**src/rtl/piso_if.sv**
```systemverilog
// Parallel-word handshake plus serial output bundle for piso_serializer.
// The producer side (master) drives load/din and observes the line.
interface piso_if #(
  parameter int WIDTH = 8
);
  logic             load;
  logic [WIDTH-1:0] din;
  logic             ready;
  logic             sout;
  logic             sout_valid;
  logic             last;
  logic             busy;

  modport master (
    output load, din,
    input  ready, sout, sout_valid, last, busy
  );

  modport slave (
    input  load, din,
    output ready, sout, sout_valid, last, busy
  );
endinterface

```
**src/rtl/piso_serializer.sv**
```systemverilog
// Parallel-in serial-out transmitter with async clear and sync preset.
// Outputs decode from state/counter/shift register only.
module piso_serializer #(
  parameter int WIDTH     = 8,
  parameter bit MSB_FIRST = 1'b1
) (
  input  logic  clk,
  input  logic  clear_n,
  input  logic  preset,
  piso_if.slave bus
);

  localparam int CW = $clog2(WIDTH);
  localparam logic [CW-1:0] CMAX = CW'(WIDTH - 1);

  typedef enum logic {
    IDLE  = 1'b0,
    SHIFT = 1'b1
  } state_t;

  state_t           state_q;
  state_t           state_d;
  logic [CW-1:0]    cnt_q;
  logic [CW-1:0]    cnt_d;
  logic [WIDTH-1:0] sreg_q;
  logic [WIDTH-1:0] sreg_d;

  logic shifting;
  logic at_end;
  logic rdy;
  logic accept;
  logic do_abort;
  logic do_load;
  logic do_step;
  logic out_bit;

  assign shifting = (state_q == SHIFT);
  assign at_end   = shifting && (cnt_q == CMAX);
  assign rdy      = !shifting || at_end;
  assign accept   = bus.load && rdy;

  assign do_abort = preset;
  assign do_load  = !preset && accept;
  assign do_step  = !preset && !accept && shifting;

  assign out_bit  = MSB_FIRST ? sreg_q[WIDTH-1] : sreg_q[0];

  assign bus.ready      = rdy;
  assign bus.busy       = shifting;
  assign bus.sout_valid = shifting;
  assign bus.last       = at_end;
  assign bus.sout       = shifting ? out_bit : 1'b1;

  always_ff @(posedge clk or negedge clear_n) begin
    if (!clear_n) begin
      state_q <= IDLE;
      cnt_q   <= '0;
      sreg_q  <= '0;
    end else begin
      state_q <= state_d;
      cnt_q   <= cnt_d;
      sreg_q  <= sreg_d;
    end
  end

  always_comb begin
    state_d = state_q;
    cnt_d   = cnt_q;
    sreg_d  = sreg_q;
    unique case (1'b1)
      do_abort: begin
        state_d = IDLE;
        cnt_d   = '0;
      end
      do_load: begin
        state_d = SHIFT;
        cnt_d   = '0;
        sreg_d  = bus.din;
      end
      // last bit with no follow-on word: drop back to idle
      do_step: begin
        if (at_end) begin
          state_d = IDLE;
          cnt_d   = '0;
        end else begin
          cnt_d  = cnt_q + CW'(1);
          sreg_d = MSB_FIRST ? (sreg_q << 1) : (sreg_q >> 1);
        end
      end
      default: begin
        state_d = state_q;
      end
    endcase
  end

endmodule

```
**src/flat_wrapper.sv**
```systemverilog
// flat-port wrapper written by rule: the top's interface ports become plain ports
module piso_serializer_flat 
#(
  parameter int WIDTH     = 8,
  parameter bit MSB_FIRST = 1'b1
)
  (clk, clear_n, preset, bus_load, bus_din, bus_ready, bus_sout, bus_sout_valid, bus_last, bus_busy);
  piso_if #(.WIDTH(WIDTH)) bus_i ();
  input  logic clk;
  input  logic clear_n;
  input  logic preset;
  input wire logic [$bits(bus_i.load)-1:0] bus_load;
  input wire logic [$bits(bus_i.din)-1:0] bus_din;
  output wire logic [$bits(bus_i.ready)-1:0] bus_ready;
  output wire logic [$bits(bus_i.sout)-1:0] bus_sout;
  output wire logic [$bits(bus_i.sout_valid)-1:0] bus_sout_valid;
  output wire logic [$bits(bus_i.last)-1:0] bus_last;
  output wire logic [$bits(bus_i.busy)-1:0] bus_busy;
  assign bus_i.load = bus_load;
  assign bus_i.din = bus_din;
  assign bus_ready = bus_i.ready;
  assign bus_sout = bus_i.sout;
  assign bus_sout_valid = bus_i.sout_valid;
  assign bus_last = bus_i.last;
  assign bus_busy = bus_i.busy;
  piso_serializer #(.WIDTH(WIDTH), .MSB_FIRST(MSB_FIRST)) u_core (.clk(clk), .clear_n(clear_n), .preset(preset), .bus(bus_i));
endmodule
```
**config.mk**
```make
export PLATFORM = sky130hd
export DESIGN_NAME = piso_serializer_flat
export DESIGN_NICKNAME = d
export VERILOG_FILES = /design/src/rtl/piso_if.sv /design/src/rtl/piso_serializer.sv /design/src/flat_wrapper.sv
export SDC_FILE = /design/constraint.sdc
export NUM_CORES = 1
export LEC_CHECK = 0
export ABC_AREA = 1
export CAP_MARGIN = 40
export CORE_UTILIZATION = 45
export DETAILED_ROUTE_END_ITERATION = 8
export HOLD_SLACK_MARGIN = 0.15
export PLACE_DENSITY = 0.75
export SYNTH_ARGS = -nofsm -noshare
export SYNTH_HDL_FRONTEND = slang
export SYNTH_SLANG_ARGS = --single-unit
```
**constraint.sdc**
```tcl
create_clock -name clk -period 2 [get_ports clk]
set_input_delay 0.4 -clock clk [delete_from_list [all_inputs] [get_ports clk]]
set_output_delay 0.4 -clock clk [all_outputs]
set_load 0.01 [all_outputs]
```
# [Word level (Yosys, flattened, before mapping)]
# Index checks and enable logic that the tools add are counted.
[word_totals] regBits=12 latch_bits=0 ram_bits=0 rom_bits=0 n_memories=0
[classes] add_sub_neg=1 multipliers=0 div_mod_pow=0 n_lt_le_gt_ge=0 eq_ne=3 shift=0 mux=7 bitwise=0 n_reduce_logical=15
[op_table] operator="case mux 8 bit (2 select lines)" count=1
[op_table] operator="two-way mux 8 bit" count=1
[op_table] operator="case mux 3 bit (2 select lines)" count=1
[op_table] operator="logical AND 1 bit" count=5
[op_table] operator="AND reduction 2 bit" count=2
[op_table] operator="nonzero test 2 bit" count=2
[op_table] operator="adder 3 x 1 -> 3 bit (second input constant)" count=1
[op_table] operator="equality test 3 bit (second input constant)" count=1
[op_table] operator="logical NOT 1 bit" count=3
[op_table] operator="two-way mux 3 bit" count=1
[op_table] operator="case mux 1 bit (3 select lines)" count=1
[op_table] operator="nonzero test 3 bit" count=1
[op_table] operator="two-way mux 1 bit" count=2
[op_table] operator="inequality test 2 x 1 -> 1 bit (second input constant)" count=1
[op_table] operator="inequality test 2 bit (second input constant)" count=1
[op_table] operator="OR reduction 2 bit" count=1
[op_table] operator="logical OR 1 bit" count=1

# [Logic depth before layout (Yosys ltp)]
# Gate-level depths: netlist (run 1).
[logic_depth] depth_word=9 mapped_depth=8 mapped_depth_nobuf=8

# [Least setup slack after synthesis (run 1)]
# OpenSTA, ideal clock, no wires.
[synth_path] path_kind="register to register" startpoint="register u_core.cnt_q[0]" endpoint="register u_core.sreg_q[1]" setup_time_ps=118 t_arrival_ps=1271 slack_ps=611 path_stages_with_launch=9 n_path_buf=0 cell_sequence="dfrtp_1 > ha_1 > ha_1 > inv_1 > nand3_1 > nand2_2 > inv_1 > nand2_1 > nand2_1"
[synth_via] elab_chain_cells=9 elab_cells_between_ends=12
[synth_rtl] element="start: declaration" line="piso_serializer.sv:23" source="logic [CW-1:0] cnt_q;"
[synth_rtl] element="start signal: assignment" line="piso_serializer.sv:61" source="cnt_q <= cnt_d;"
[synth_rtl] element="equality test 3 bit (*)" line="piso_serializer.sv:38" source="assign at_end = shifting && (cnt_q == CMAX);"
[synth_rtl] element="logical AND 1 bit (*)" line="piso_serializer.sv:38"
[synth_rtl] element="logical OR 1 bit" line="piso_serializer.sv:39" source="assign rdy = !shifting || at_end;"
[synth_rtl] element="logical AND 1 bit" line="piso_serializer.sv:40" source="assign accept = bus.load && rdy;"
[synth_rtl] element="logical NOT 1 bit" line="piso_serializer.sv:44" source="assign do_step = !preset && !accept && shifting;"
[synth_rtl] element="logical AND 1 bit (2 in a row)" line="piso_serializer.sv:44"
[synth_rtl] element="inequality test 2 bit (no line) / nonzero test 2 bit (equally long branches)"
[synth_rtl] element="AND reduction 2 bit (no line)"
[synth_rtl] element="end signal: assignment" line="piso_serializer.sv:62" source="sreg_q <= sreg_d;"
[synth_rtl] element="end: declaration" line="piso_serializer.sv:25" source="logic [WIDTH-1:0] sreg_q;"
# Mark *: on every way between the ends. The rest lies on a longest branch, timed or not.
# A chain may end at the register's enable or synchronous reset.

# [Worst setup path after layout (run 1)]
[layout_path] startpoint="register u_core.cnt_q[0]" endpoint="output bus_ready"
[layout_via] elab_chain_cells=3
[layout_rtl] element="equality test 3 bit" line="piso_serializer.sv:38"
[layout_rtl] element="logical AND 1 bit" line="piso_serializer.sv:38"
[layout_rtl] element="logical OR 1 bit" line="piso_serializer.sv:39"
[layout_rtl] element="end: declaration" line="flat_wrapper.sv:14" source="output wire logic [$bits(bus_i.ready)-1:0] bus_ready;"
# Every way passes these cells.

==> results by group, run 1 <==
Power and ir drop
  • Switching portion of total power: 28.86%
  • Seq pwr share: 46.9%
  • Clock Power Share: 31.3%
  • Pwr Total: 0.6377 mW
  • Psw: 0.1840 mW
  • Pwr dens: 740.8 nW/um^2
  • Comb power frac: 21.8%
  • Maximum VDD drop: 0.0004597 V
  • Internal power: 0.4537 mW
  • Static Leak: 0.4852 nW

Worst hold path
  • Worst hold path class: primary input to asynchronous set/reset pin

Critical path
  • Slowest cell on the critical path: dfrtp_1
  • R2R cell count: 8
  • CP most frequent cell: ha_1
  • Worst path cell trace: ha_1, ha_1, inv_1, nand2_1, dlygate4sd2_1
  • CP required: 1.60 ns
  • WP buf/inv: 2
  • Slowest Stage Delay on Critical Path: 0.40 ns
  • Top delay family on crit path: adder cells
  • Nature of the critical path endpoint: output pin
  • Crit. path cell count: 5
  • Critical path arrival: 1.52 ns
  • Worst setup SP type: flop
  • Crit path kind: flop to output pin
  • Critical path peak fanout: 3

STA
  • Worst slew margin: 64.33%
  • Final-report setup violation count: 0
  • Setup TNS: 0 ns
  • Max Fclk: 0.5211 GHz
  • Minimum clock period: 1.919 ns
  • Clk_skew: 0.002898 ns
  • Tcrit/Tclk final: 95.94%
  • Fin worst setup slack: 0.08110 ns
  • Unrepaired setup endpoints after global routing: no
  • Fin. max-slew vios: 0
  • Hold Vio Cnt, Final: 0
  • Tightest Pin Transition: 0.5333 ns

Yosys
  • Synthesized-area fraction occupied by adder cells: 3.876%
  • Register bit count reported by yosys: 12
  • Compound-gate portion of the synthesized area: 3.101%
  • Unique masters post-synth: 12
  • Mean Syn Cell Area: 7.174 um^2
  • Sequential fraction of the synthesis area: 46.51%
  • Synth top area cells: dfrtp_1 47%, nand2_1 17%, inv_1 12%
  • Simple-Gate Fraction of Synth Area: 32.36%
  • Syn Nets: 104
  • Largest family of logic cells by synthesized area: simple AND/OR/NAND/NOR gates
  • Synth area leader: dfrtp_1
  • Yosys warning count: 0
  • Post-synth top area share: 46.51%
  • Multiplexer share of the synthesized area: 0%
  • Mapped Area: 645.6 um^2
  • Mapped Cells: 90
  • Synth Area in XOR/XNOR: 0%

Clock network
  • CTS tree: done
  • Post-CTS Hold Fix Bufs: 0
  • CTS clk-pin slew, worst paths: 0.08 ns
  • Postcts setup bufs: 0
  • CTS root buf: clkbuf_4
  • Sink Count: 12
  • H-tree depth: 1
  • Num CTS Buffers: 3
  • Worst skew pair latency: 0.28 ns
  • Clk buf depth: 2

Route
  • Initial DRC Count: 25
  • DR DRC count: 0
  • DRT Pass-1 Iters: 4
  • Vias: 591
  • Final WL: 1.349 mm
  • Avg WL per Cell: 10.79 um
  • Vias per cell: 4.728
  • Post-DRT Antenna Nets: 0

Run
  • Maximum capacitance violations: 0

GRT
  • Gr ovfl total: 0
  • Vias in the first global route: 516
  • Largest net degree at the start of global routing: 13
  • Routing usage on met2: 34.27%
  • Met3 usage: 5.114%
  • GR met1 Demand/Resource: 27.66%
  • Gr usage total: 22.21%
  • Initial antenna violation count: 0
  • First-pass GRT wire length: 2.208 mm
  • Most used routing layer: met2

Run status
  • Status: completed

Place
  • Pre-CTS setup slack: 0.1815 ns
  • DP HPWL: 1.055 mm
  • IO Port Bufs: 16
  • Routability cong.: 0.8070

Floorplanning
  • Total die area: 1590 um^2
  • Die X: 39.88 um
  • Standard-cell rows: 13
  • Initial core utilization: 49.00%
  • Core area: 1318 um^2
  • Die height: 39.88 um
  • IO Pins: 17

Finish
  • Fin nets: 125
  • Diodes inserted: 0
  • Layout area overhead: 33.33%
  • Multi-input combinational cell area: 254.0 um^2
  • Fillcell total: 117
  • Layout cells sized above 1: 6.364%
  • Register Area: 300.3 um^2
==> placed cells by master, fill, tap and decap left out <==
| master | Yosys | routed |
|---|---|---|
| dlygate4sd2_1 | 0 | 2 |
| ha_1 | 2 | 2 |
| buf_4 | 1 | 2 |
| o21ai_0 | 4 | 4 |
| dfrtp_1 | 12 | 12 |
| nand2_2 | 1 | 1 |
| clkbuf_4 | 0 | 3 |
| nor3_1 | 1 | 1 |
| clkbuf_8 | 0 | 1 |
| nand4_1 | 1 | 1 |
| nand2_1 | 30 | 30 |
| nand3_1 | 15 | 15 |
| nor2_1 | 1 | 1 |
| inv_1 | 21 | 21 |
| clkdlybuf4s50_1 | 0 | 14 |
==> metrics by stage <==
stage          area, um^2  instances  utilization (%)  hold slack [ns]
2_1_floorplan       645.6         90                -           0.1044
3_3_place_gp        827.0        121            62.77           0.4718
3_5_place_dp        827.0        121            62.77           0.4678
4_1_cts             860.8        125            65.34           0.4869
5_1_grt             860.8        125            65.34           0.4931
6_report            860.8        125            65.34           0.4622
==> synthesized netlist by cell type <==
library cell	count
nand2_2	1
buf_2	1
inv_1	21
ha_1	2
nand4_1	1
nor2_1	1
nor3_1	1
nand2_1	30
o21ai_0	4
nand3_1	15
buf_4	1
dfrtp_1	12
==> logic make-up after synthesis <==
kind of cell    Yosys count
simple gates             49
fa+ha+maj                 2
buf+inv                  23
flops                    12
compound gates            4
==> layout make-up <==
class	instances	share of cell area, %
clock buffer	4	4.215
inverter	21	9.157
multi-input combinational	55	29.51
sequential	12	34.88
tap	15	2.180
timing repair buffer	18	20.06
==> sequential cells by signal, summed over array words and instances, names as in the netlist <==
register and cells:
u_core.bus.busy 1, u_core.cnt_q 3, u_core.sreg_q 8
==> power by group through the flow <==
stage                     combinational (mW)  sequential, mW  clock [mW]
final                                  0.139           0.299       0.200
after global routing                   0.160           0.302       0.211
after CTS                              0.141           0.298       0.199
after detailed placement               0.141           0.303           0
after global placement                 0.137           0.303           0
after floorplan                       0.0809           0.298           0
==> worst register-to-register path, stage by stage (launching register included) <==
cell     delay (ns)
dfrtp_1        0.40
ha_1           0.21
ha_1           0.20
inv_1          0.07
nand3_1        0.18
nand2_2        0.23
inv_1          0.16
nand2_1        0.10
nand2_1        0.06
==> final timing paths <==
path                                               from                      endpoint  slack (ns)
max in group asynchronous                       clear_n   u_core.cnt_q[1]$_DFFE_PN0P_        1.18
min in group clk           u_core.sreg_q[2]$_DFFE_PN0P_  u_core.sreg_q[2]$_DFFE_PN0P_        0.49
min reg2reg                u_core.sreg_q[2]$_DFFE_PN0P_  u_core.sreg_q[2]$_DFFE_PN0P_        0.49
min                                             clear_n  u_core.sreg_q[5]$_DFFE_PN0P_        0.46
max                         u_core.cnt_q[0]$_DFFE_PN0P_                     bus_ready        0.08
max reg2reg                 u_core.cnt_q[0]$_DFFE_PN0P_  u_core.sreg_q[4]$_DFFE_PN0P_        0.28
==> routing by layer <==
metal / share of wire, % / wire (um)
met3: 5.3 / 71
met5: 0 / 0
met4: 2.9 / 39
met2: 46 / 619
met1: 46 / 618
==> what timing repair did <==
action,in CTS,in global routing
resized for setup,2,0
endpoints found under the hold margin,0,0
setup endpoints to repair,2,0
No activity file was read; power rests on OpenSTA's default activity.
==> run 2: changes to the inputs <==
Settings changed: SLEW_MARGIN set to 40, TNS_END_PERCENT set to 5.
==> results of run 2 <==
Same layout as run 1: the final DEF is identical, and so are final timing and power.
